===== config.mk =====
export PLATFORM = sky130hd
export DESIGN_NAME = nfc_command_dispatcher
export DESIGN_NICKNAME = d
export VERILOG_FILES = /design/src/rtl/nfc_cmd_pkg.sv /design/src/rtl/nfc_onehot_prio_enc.sv /design/src/rtl/nfc_command_dispatcher.sv
export SDC_FILE = /design/constraint.sdc
export NUM_CORES = 1
export LEC_CHECK = 0
export BUFFER_PORTS_ARGS = -buffer_cell sky130_fd_sc_hd__clkbuf_2
export CAP_MARGIN = 40
export CORE_AREA = 2 2 152 154
export DETAILED_ROUTE_END_ITERATION = 12
export DIE_AREA = 0 0 154 156
export SYNTH_ARGS = -nofsm -noshare
export SYNTH_HDL_FRONTEND = slang
export SYNTH_SLANG_ARGS = --single-unit

===== constraint.sdc =====
create_clock -name iSystemClock -period 2.2 [get_ports iSystemClock]
set_input_delay 0.44 -clock iSystemClock [delete_from_list [all_inputs] [get_ports iSystemClock]]
set_output_delay 0.44 -clock iSystemClock [all_outputs]
set_load 0.01 [all_outputs]

===== src/rtl/nfc_cmd_pkg.sv =====
// Shared constants for the NFC command dispatcher and its helpers:
// FSM encodings, ACG slice widths and the idle-time ACG request.
package nfc_cmd_pkg;

  localparam int CMD_W = 8;
  localparam int OPT_W = 3;
  localparam int NOD_W = 16;
  localparam int CAD_W = 40;

  // One-hot so a checker can assert $onehot(state) directly.
  localparam logic [2:0] ST_IDLE   = 3'b001;
  localparam logic [2:0] ST_ACTIVE = 3'b010;
  localparam logic [2:0] ST_FINISH = 3'b100;

  localparam logic [CMD_W-1:0] ACG_CMD_DEFAULT   = 8'h00;
  localparam logic [OPT_W-1:0] ACG_OPT_DEFAULT   = 3'b000;
  localparam logic [NOD_W-1:0] ACG_NOD_DEFAULT   = 16'h0000;
  localparam logic             ACG_CASEL_DEFAULT = 1'b1;
  localparam logic [CAD_W-1:0] ACG_CAD_DEFAULT   = 40'h0;

endpackage


===== src/rtl/nfc_onehot_prio_enc.sv =====
// Fixed-priority encoder: one-hot grant of the lowest set request bit,
// plus a flag raised when more than one request bit is set.
module nfc_onehot_prio_enc #(
  parameter int N = 4
) (
  input  logic [N-1:0] req,
  output logic [N-1:0] grant,
  output logic         multi
);

  logic found;

  always_comb begin
    grant = '0;
    found = 1'b0;
    for (int i = 0; i < N; i++) begin
      if (req[i] && !found) begin
        grant[i] = 1'b1;
        found    = 1'b1;
      end
    end
    multi = |(req & ~grant);
  end

endmodule


===== src/rtl/nfc_command_dispatcher.sv =====
// Shares one atomic command generator between several NFC command modules:
// gates host commands, latches the claiming module and muxes its ACG request.
module nfc_command_dispatcher
  import nfc_cmd_pkg::*;
#(
  parameter int NumberOfWays  = 4,
  parameter int NumOfModules  = 4,
  parameter int TimeoutCycles = 2**20
) (
  input  logic                                 iSystemClock,
  input  logic                                 iReset,
  input  logic                                 iCMDValid,
  output logic                                 oCMDReady,
  output logic                                 oModCMDValid,
  input  logic [NumOfModules-1:0]              iModCMDReady,
  input  logic [NumOfModules-1:0]              iModStart,
  input  logic [NumOfModules-1:0]              iModLastStep,
  input  logic [CMD_W*NumOfModules-1:0]        iModACG_Command,
  input  logic [OPT_W*NumOfModules-1:0]        iModACG_CmdOption,
  input  logic [NumberOfWays*NumOfModules-1:0] iModACG_TargetWay,
  input  logic [NOD_W*NumOfModules-1:0]        iModACG_NumOfData,
  input  logic [NumOfModules-1:0]              iModACG_CASelect,
  input  logic [CAD_W*NumOfModules-1:0]        iModACG_CAData,
  output logic [CMD_W-1:0]                     oACG_Command,
  output logic [OPT_W-1:0]                     oACG_CommandOption,
  output logic [NumberOfWays-1:0]              oACG_TargetWay,
  output logic [NOD_W-1:0]                     oACG_NumOfData,
  output logic                                 oACG_CASelect,
  output logic [CAD_W-1:0]                     oACG_CAData,
  output logic [NumOfModules-1:0]              oOwner,
  output logic                                 oBusy,
  output logic                                 oLastStep,
  output logic                                 oTimeout,
  output logic                                 oError,
  output logic [2:0]                           debug_state
);

  localparam logic [31:0] WD_LIMIT = (TimeoutCycles == 0) ? 32'd0 : 32'(TimeoutCycles - 1);

  logic [2:0]              state;
  logic [NumOfModules-1:0] owner;
  logic [31:0]             watchdog;
  logic                    last_q;
  logic                    timeout_q;
  logic                    error_q;
  logic [NumOfModules-1:0] grant;
  logic                    multi;
  logic                    is_idle;
  logic                    is_active;
  logic                    accept;
  logic                    owner_last;
  logic                    wd_expire;

  nfc_onehot_prio_enc #(.N(NumOfModules)) u_prio (
    .req   (iModStart),
    .grant (grant),
    .multi (multi)
  );

  assign is_idle    = (state == ST_IDLE);
  assign is_active  = (state == ST_ACTIVE);
  assign accept     = is_idle && iCMDValid && (|iModStart);
  assign owner_last = |(iModLastStep & owner);
  assign wd_expire  = (TimeoutCycles != 0) && (watchdog == WD_LIMIT);

  // Handshake: the host transfer happens when iCMDValid && oCMDReady; the
  // modules only see a valid command while the dispatcher is IDLE.
  assign oCMDReady    = is_idle && (&iModCMDReady);
  assign oModCMDValid = iCMDValid && is_idle;

  always_ff @(posedge iSystemClock) begin
    if (iReset) begin
      state     <= ST_IDLE;
      owner     <= '0;
      watchdog  <= '0;
      last_q    <= 1'b0;
      timeout_q <= 1'b0;
      error_q   <= 1'b0;
    end else begin
      last_q  <= 1'b0;
      error_q <= 1'b0;
      case (state)
        ST_IDLE: begin
          if (accept) begin
            state     <= ST_ACTIVE;
            owner     <= grant;
            error_q   <= multi;
            watchdog  <= '0;
            timeout_q <= 1'b0;
          end
        end
        ST_ACTIVE: begin
          if (watchdog != '1) watchdog <= watchdog + 32'd1;
          // LastStep takes precedence over a watchdog expiry in the same cycle.
          if (owner_last) begin
            state  <= ST_FINISH;
            last_q <= 1'b1;
          end else if (wd_expire) begin
            state     <= ST_FINISH;
            timeout_q <= 1'b1;
          end
        end
        ST_FINISH: begin
          state <= ST_IDLE;
          owner <= '0;
        end
        default: begin
          state <= ST_IDLE;
          owner <= '0;
        end
      endcase
    end
  end

  assign oOwner      = owner;
  assign oBusy       = !is_idle;
  assign oLastStep   = last_q;
  assign oTimeout    = timeout_q;
  assign oError      = error_q;
  assign debug_state = state;

  // AND-OR mux over the one-hot owner; only meaningful while ACTIVE.
  logic [CMD_W-1:0]        cmd_m [NumOfModules];
  logic [OPT_W-1:0]        opt_m [NumOfModules];
  logic [NumberOfWays-1:0] way_m [NumOfModules];
  logic [NOD_W-1:0]        nod_m [NumOfModules];
  logic                    cas_m [NumOfModules];
  logic [CAD_W-1:0]        cad_m [NumOfModules];

  genvar k;
  generate
    for (k = 0; k < NumOfModules; k++) begin : g_slice
      assign cmd_m[k] = iModACG_Command[k*CMD_W +: CMD_W] & {CMD_W{owner[k]}};
      assign opt_m[k] = iModACG_CmdOption[k*OPT_W +: OPT_W] & {OPT_W{owner[k]}};
      assign way_m[k] = iModACG_TargetWay[k*NumberOfWays +: NumberOfWays] & {NumberOfWays{owner[k]}};
      assign nod_m[k] = iModACG_NumOfData[k*NOD_W +: NOD_W] & {NOD_W{owner[k]}};
      assign cas_m[k] = iModACG_CASelect[k] & owner[k];
      assign cad_m[k] = iModACG_CAData[k*CAD_W +: CAD_W] & {CAD_W{owner[k]}};
    end
  endgenerate

  logic [CMD_W-1:0]        cmd_or;
  logic [OPT_W-1:0]        opt_or;
  logic [NumberOfWays-1:0] way_or;
  logic [NOD_W-1:0]        nod_or;
  logic                    cas_or;
  logic [CAD_W-1:0]        cad_or;

  always_comb begin
    cmd_or = '0;
    opt_or = '0;
    way_or = '0;
    nod_or = '0;
    cas_or = 1'b0;
    cad_or = '0;
    for (int i = 0; i < NumOfModules; i++) begin
      cmd_or = cmd_or | cmd_m[i];
      opt_or = opt_or | opt_m[i];
      way_or = way_or | way_m[i];
      nod_or = nod_or | nod_m[i];
      cas_or = cas_or | cas_m[i];
      cad_or = cad_or | cad_m[i];
    end
  end

  assign oACG_Command       = is_active ? cmd_or : ACG_CMD_DEFAULT;
  assign oACG_CommandOption = is_active ? opt_or : ACG_OPT_DEFAULT;
  assign oACG_TargetWay     = is_active ? way_or : '0;
  assign oACG_NumOfData     = is_active ? nod_or : ACG_NOD_DEFAULT;
  assign oACG_CASelect      = is_active ? cas_or : ACG_CASEL_DEFAULT;
  assign oACG_CAData        = is_active ? cad_or : ACG_CAD_DEFAULT;

endmodule


==> results.md, run 1 <==
* Met1 Track Usage GR at 26.1%
* VDD IR max at 299 uV
* Worst hold path type: in2reg
* Clk root buf: clkbuf_16
* Slew Viols, Final at 0
* Synth area leader: a22oi_1
* Pleak at 3.13 nW
* Total grt overflow at 0
* Outcome: finished with violations
* Syn nets at 855
* Final hold vios at 0
* Fmax at 449 MHz
* Iter 0 DRT Violations at 585
* Die Y at 156 um
* Number of I/O port buffers at 387
* Flops & latches, synth at 42
* Gate Count Post-Synth at 551
* Crit. End Element: primary output
* Final Util at 32.3%
* DP HPWL at 20900 um
* Worst slew pin tran at 0.540 ns
* Post-synth EDFFs at 0
* Setup crit start kind: flop
* Synth top cells by count: a22oi_1, a21oi_1, clkbuf_1
* Final nets at 1268
* Synth Cell Area at 0.00399 mm^2
* Vias at 6614
* Worst skew pair latency at 0.28 ns
* Count of clock tree sinks at 42
* Wire per inst at 21.4 um
* Sequential fraction of the synthesis area at 21.1%
* RR Startpoint: debug_state[0]
* Met3 Use GR at 4.78%
* Synthesis-to-finish area growth at 81.2%
* CORE AREA at 0.0224 mm^2
* Count leader, synth: a22oi_1
* Worst Hold Path EP: oError
* H-tree depth at 2
* Top cell type's share of synthesized area at 27.5%
* Initial antenna violation count at 4
* Ys Warns at 0
* Highest fanout seen on the critical path at 23
* Synth top area cells: a22oi_1, dfxtp_1, a21oi_1
* Final setup viols at 1
* CTS tree: yes
* Final wirelength at 26800 um
* Most common flop cell mapped by yosys: dfxtp_1
* Vias in the first global route at 5926
* Routability-driven placement congestion ratio at 0.890
* Top Ports at 388
* Via-to-Cell Ratio at 5.29
* Number of CTS-inserted buffers at 5
* Fraction of registers with async set/reset at 0%
* Worst Path Required at 1.76 ns
* Skew final at 0.00731 ns
* Clock Path Buffers at 2
* Final Critical Period at 2.23 ns
* Clk slew on worst S/H paths at 0.06 ns
* Reg2Reg Capture Point: watchdog[31]
* Die area at 0.0240 mm^2
* Cell Pwr Density at 302 mW/mm^2
* Hold Crit Depth at 3
* Failing checks: setup timing
* Overall global routing resource usage at 19.3%
* Setup slack after layout at -0.0288 ns
* Post-DRT Antenna Nets at 0
* Fin crit share at 101%
* Initial core utilization at 17.8%
* Reg2Reg Depth at 6
* Layout cell share with drive strength beyond 1 at 54.0%
* Min-delay src: iModStart[1]
* DRC at 0
* RSZ-0062 raised after global routing: yes
* M2 GR Usage at 29.9%
* Cell variety after synth at 56
* DRT Pass-1 Iters at 5
* Max Cap Violations at 0
* CP Class: reg2out
* First-pass GRT wire length at 35600 um
* Row count at 55
* Crit path DAT at 1.79 ns
* Die Width at 154 um
* Setup slack, reg-to-reg at 0.16 ns
* Largest net degree at the start of global routing at 53
* DP Area at 0.00662 mm^2
* Avg Inst Size Synth at 7.24 um^2
* Final Instance Area at 0.00722 mm^2
* CTS Hold Bufs at 0
* GRT Max-Usage Layer: met2
* Max_slew headroom at 64.0%
==> worst max-delay path, stage by stage (launching register included) <==
cell and delay [ns]:
dfxtp_4 0.36, or3b_4 0.51, buf_12 0.21, a21oi_2 0.21, clkbuf_2 0.18
==> power breakdown <==
part | switching (mW) | internal, mW
logic | 0.354 | 0.349
registers | 0.00870 | 0.768
clock network | 0.295 | 0.410
==> timing repair <==
item                                    in CTS  in global routing
buffers inserted                             2                  4
endpoints found under the hold margin        0                  0
endpoints found under the setup margin      23                 46
resized for setup                           26                 61
pin swaps                                    0                  3
cloned                                       0                  6
==> flip-flops by register name (all words and copies together), names as in the netlist <==
register     flops
oError           1
oLastStep        1
watchdog        32
oTimeout         1
oOwner           4
debug_state      3
==> cells in the final DEF, fill, tap and decap left out, types with 4 or more instances in the layout <==
cell type and instances:
clkbuf_2 369, a22oi_1 146, buf_4 67, a21oi_1 62, dfxtp_1 35, nor2_1 26, nand2_1 26, nor3_1 21
nand3_1 19, a21oi_2 17, o21ai_0 15, a21oi_4 13, a31oi_1 12, buf_6 11, nor4_1 9, clkbuf_16 9
nand4_1 8, and3_1 7, and4_1 5, dfxtp_2 5, buf_12 5, inv_1 4, a211o_1 4, a311oi_1 4
==> worst max-delay path by stage <==
stage / cells after the start / endpoint / startpoint / slack (ns)
floorplan: 6 / oACG_CAData[0] / debug_state[1] / 0.07
detailed placement: 4 / oACG_CAData[36] / debug_state[2] / -0.08
global route: 4 / oACG_CAData[5] / debug_state[0] / -0.03
CTS: 4 / oACG_CAData[36] / debug_state[1] / -0.05
global placement: 4 / oACG_CAData[36] / debug_state[1] / -0.08
finish: 4 / oACG_NumOfData[14] / debug_state[0] / -0.03
==> metrics by stage <==
stage	setup slack, ns	power [mW]	setup TNS, ns	std cells	hold WS [ns]
after CTS	-0.0467	2.15	-0.296	1239	0.471
final	-0.0288	2.19	-0.0288	1251	0.467
after floorplan	0.0701	1.00	0	551	0.460
after global placement	-0.0772	1.43	-0.130	1230	0.501
after detailed placement	-0.0774	1.43	-0.146	1230	0.495
after global routing	-0.0285	2.27	-0.0887	1251	0.481
==> layout make-up <==
type / count / area, um^2
flip-flops and latches: 42 / 855
multi-input cells: 451 / 3140
fillers: 2400 / 15100
diodes: 2 / 5.00
clock buffers: 5 / 125
well taps: 285 / 357
inverters: 4 / 15.0
repair buffers: 460 / 2720
clock inverters: 2 / 10.0
==> routing by layer <==
metal / wire length (um) / vias up
met5: 14 / -
li1: - / 3051
met4: 839 / 2
met2: 11900 / 441
met3: 2600 / 47
met1: 11400 / 3073
==> kinds of logic after synthesis <==
family,count (synthesis),share of synthesized area (%)
AO/OA/AOI/OAI,294,49.3
AND/OR/NAND/NOR,149,22.1
buffers and inverters,59,5.77
flip-flops,42,21.1
multiplexers,4,1.04
adder cells (fa/ha/maj),2,0.565
XOR/XNOR,1,0.220
No activity file was read; power rests on OpenSTA's default activity.
==> run 2, diff against run 1 <==
--- a/config.mk
+++ b/config.mk
@@ -7,9 +7,10 @@
 export LEC_CHECK = 0
 export BUFFER_PORTS_ARGS = -buffer_cell sky130_fd_sc_hd__clkbuf_2
 export CAP_MARGIN = 40
-export CORE_AREA = 2 2 152 154
+export CORE_AREA = 4 4 149 151
 export DETAILED_ROUTE_END_ITERATION = 12
-export DIE_AREA = 0 0 154 156
+export DIE_AREA = 0 0 153 155
+export SKIP_LAST_GASP = 1
 export SYNTH_ARGS = -nofsm -noshare
 export SYNTH_HDL_FRONTEND = slang
 export SYNTH_SLANG_ARGS = --single-unit
==> run 2 against run 1 <==
Against the previous run: the flow now finishes without violations; hold slack worse by 0.094 ns; first-iteration DRC count increased by 6.2%; global-route usage increased by 0.47 points; cell area increased by 0.76%; sequential cell count is the same; core utilization rose by 2.7 points; final cell count up 0.56%; register-to-register slack lost 0.06 ns.
==> results.md, run 2 (same netlist as run 1, synthesis figures left out) <==
* Outcome: complete, no violations
* Min-delay src: iReset
* Post-DRT Antenna Nets at 0
* Final wirelength at 26500 um
* Overall global routing resource usage at 19.8%
* Initial antenna violation count at 2
* Clock Path Buffers at 2
* Initial core utilization at 19.2%
* CORE AREA at 0.0208 mm^2
* Final Critical Period at 2.20 ns
* Critical Path Start: debug_state[0]
* Met3 Use GR at 3.59%
* Final Total Pwr at 2.24 mW
* Final nets at 1284
* Highest fanout seen on the critical path at 28
* Final hold vios at 0
* DRC at 0
* Worst slew pin tran at 0.462 ns
* First-pass GRT wire length at 37200 um
* VDD IR max at 292 uV
* Worst hold path type: in2reg
* M2 GR Usage at 32.8%
* Top Ports at 388
* Max Cap Violations at 0
* Fmax at 455 MHz
* CP Class: reg2out
* Final Util at 35.0%
* Vias in the first global route at 6286
* Routability-driven placement congestion ratio at 0.959
* Clk slew on worst S/H paths at 0.06 ns
* Setup crit start kind: flop
* Number of I/O port buffers at 387
* Largest net degree at the start of global routing at 61
* Worst skew pair latency at 0.28 ns
* Row count at 53
* Skew final at 0.00388 ns
* Die Y at 155 um
* CTS tree: yes
* Count of clock tree sinks at 42
* Most frequent cells in the layout: clkbuf_2, a22oi_1, buf_4
* DP Worst Slack at -0.0925 ns
* Worst Path Required at 1.76 ns
* DRT Pass-1 Iters at 5
* Crit path DAT at 1.76 ns
* Cell Pwr Density at 308 mW/mm^2
* Die Width at 153 um
* Commonest non-fill, non-tap cell in the layout: clkbuf_2
* Clk root buf: clkbuf_16
* Largest register FFs at 32
* Die area at 0.0237 mm^2
* RR Startpoint: watchdog[10]
* Biggest register: watchdog
* Crit. End Element: primary output
* GRT Max-Usage Layer: met2
* DP HPWL at 21400 um
* Setup slack after layout at 0.00119 ns
* RSZ-0062 raised after global routing: yes
* Layout cell share with drive strength beyond 1 at 54.5%
* Slew Viols, Final at 0
* Synthesis-to-finish area growth at 82.6%
* Max_slew headroom at 68.9%
* Via-to-Cell Ratio at 5.27
* Met1 Track Usage GR at 25.8%
* Vias at 6625
* Pleak at 3.16 nW
* Final setup viols at 0
* Fin crit share at 99.9%
* Total grt overflow at 0
* Wire per inst at 21.1 um
* CTS Hold Bufs at 0
* H-tree depth at 2
* Iter 0 DRT Violations at 621
* Number of CTS-inserted buffers at 5
==> run 2: cell count changes in the layout (fill, tap and decap cells not counted), sizes merged <==
cell / change
clkbuf: +14
buf: +5
clkinv: -1
or3b: -1
==> run 2: what timing repair did <==
item | in CTS | in global routing
endpoints found under the hold margin | 0 | 0
setup endpoints to repair | 36 | 49
setup buffers | 1 | 0
cloned | 0 | 2
gates resized for setup | 46 | 13
pin swaps | 0 | 1
==> run 2: worst paths after layout <==
path / end / slack, ns / cells after the start
setup / recovery: oACG_TargetWay[3] / 0.001 / 4
hold / removal: oTimeout / 0.37 / 2
setup reg to reg: debug_state[1] / 0.10 / 5
hold reg to reg: watchdog[18] / 0.51 / 1
==> run 2: final cells by class <==
type | instances | area [um^2]
Multi-Input combinational cell | 450 | 3170
Antenna cell | 2 | 5.00
Clock inverter | 1 | 5.00
Timing Repair Buffer | 477 | 2750
Inverter | 4 | 15.0
Fill cell | 2235 | 13500
Tap cell | 275 | 344
Sequential cell | 42 | 847
Clock buffer | 7 | 143
==> run 2: layer usage <==
metal | wire, um | up-vias | share of wire [%]
met2 | 12800 | 429 | 48
li1 | - | 3089 | -
met5 | 0 | - | 0
met3 | 2390 | 48 | 9.0
met4 | 1000 | 0 | 3.8
met1 | 10300 | 3059 | 39
==> run 2: worst max-delay path, stage by stage, from the launching register on <==
cell and delay, ns:
dfxtp_1 0.34, or3b_4 0.46, buf_12 0.20, a21oi_4 0.27, buf_6 0.15
==> run 2: metrics by stage <==
step	instance area (um^2)	TNS (ns)	hold slack (ns)	cells
floorplan	3990	0	0.460	551
global placement	6790	-0.220	0.487	1245
detailed placement	6790	-0.281	0.485	1245
CTS	7190	-0.257	0.376	1254
global route	7280	-0.273	0.389	1257
finish	7280	0	0.373	1258
==> run 2: where the power goes <==
part           switching [mW]  internal, mW
clock network           0.307         0.451
registers             0.00850         0.769
logic                   0.349         0.361
total                   0.665          1.58
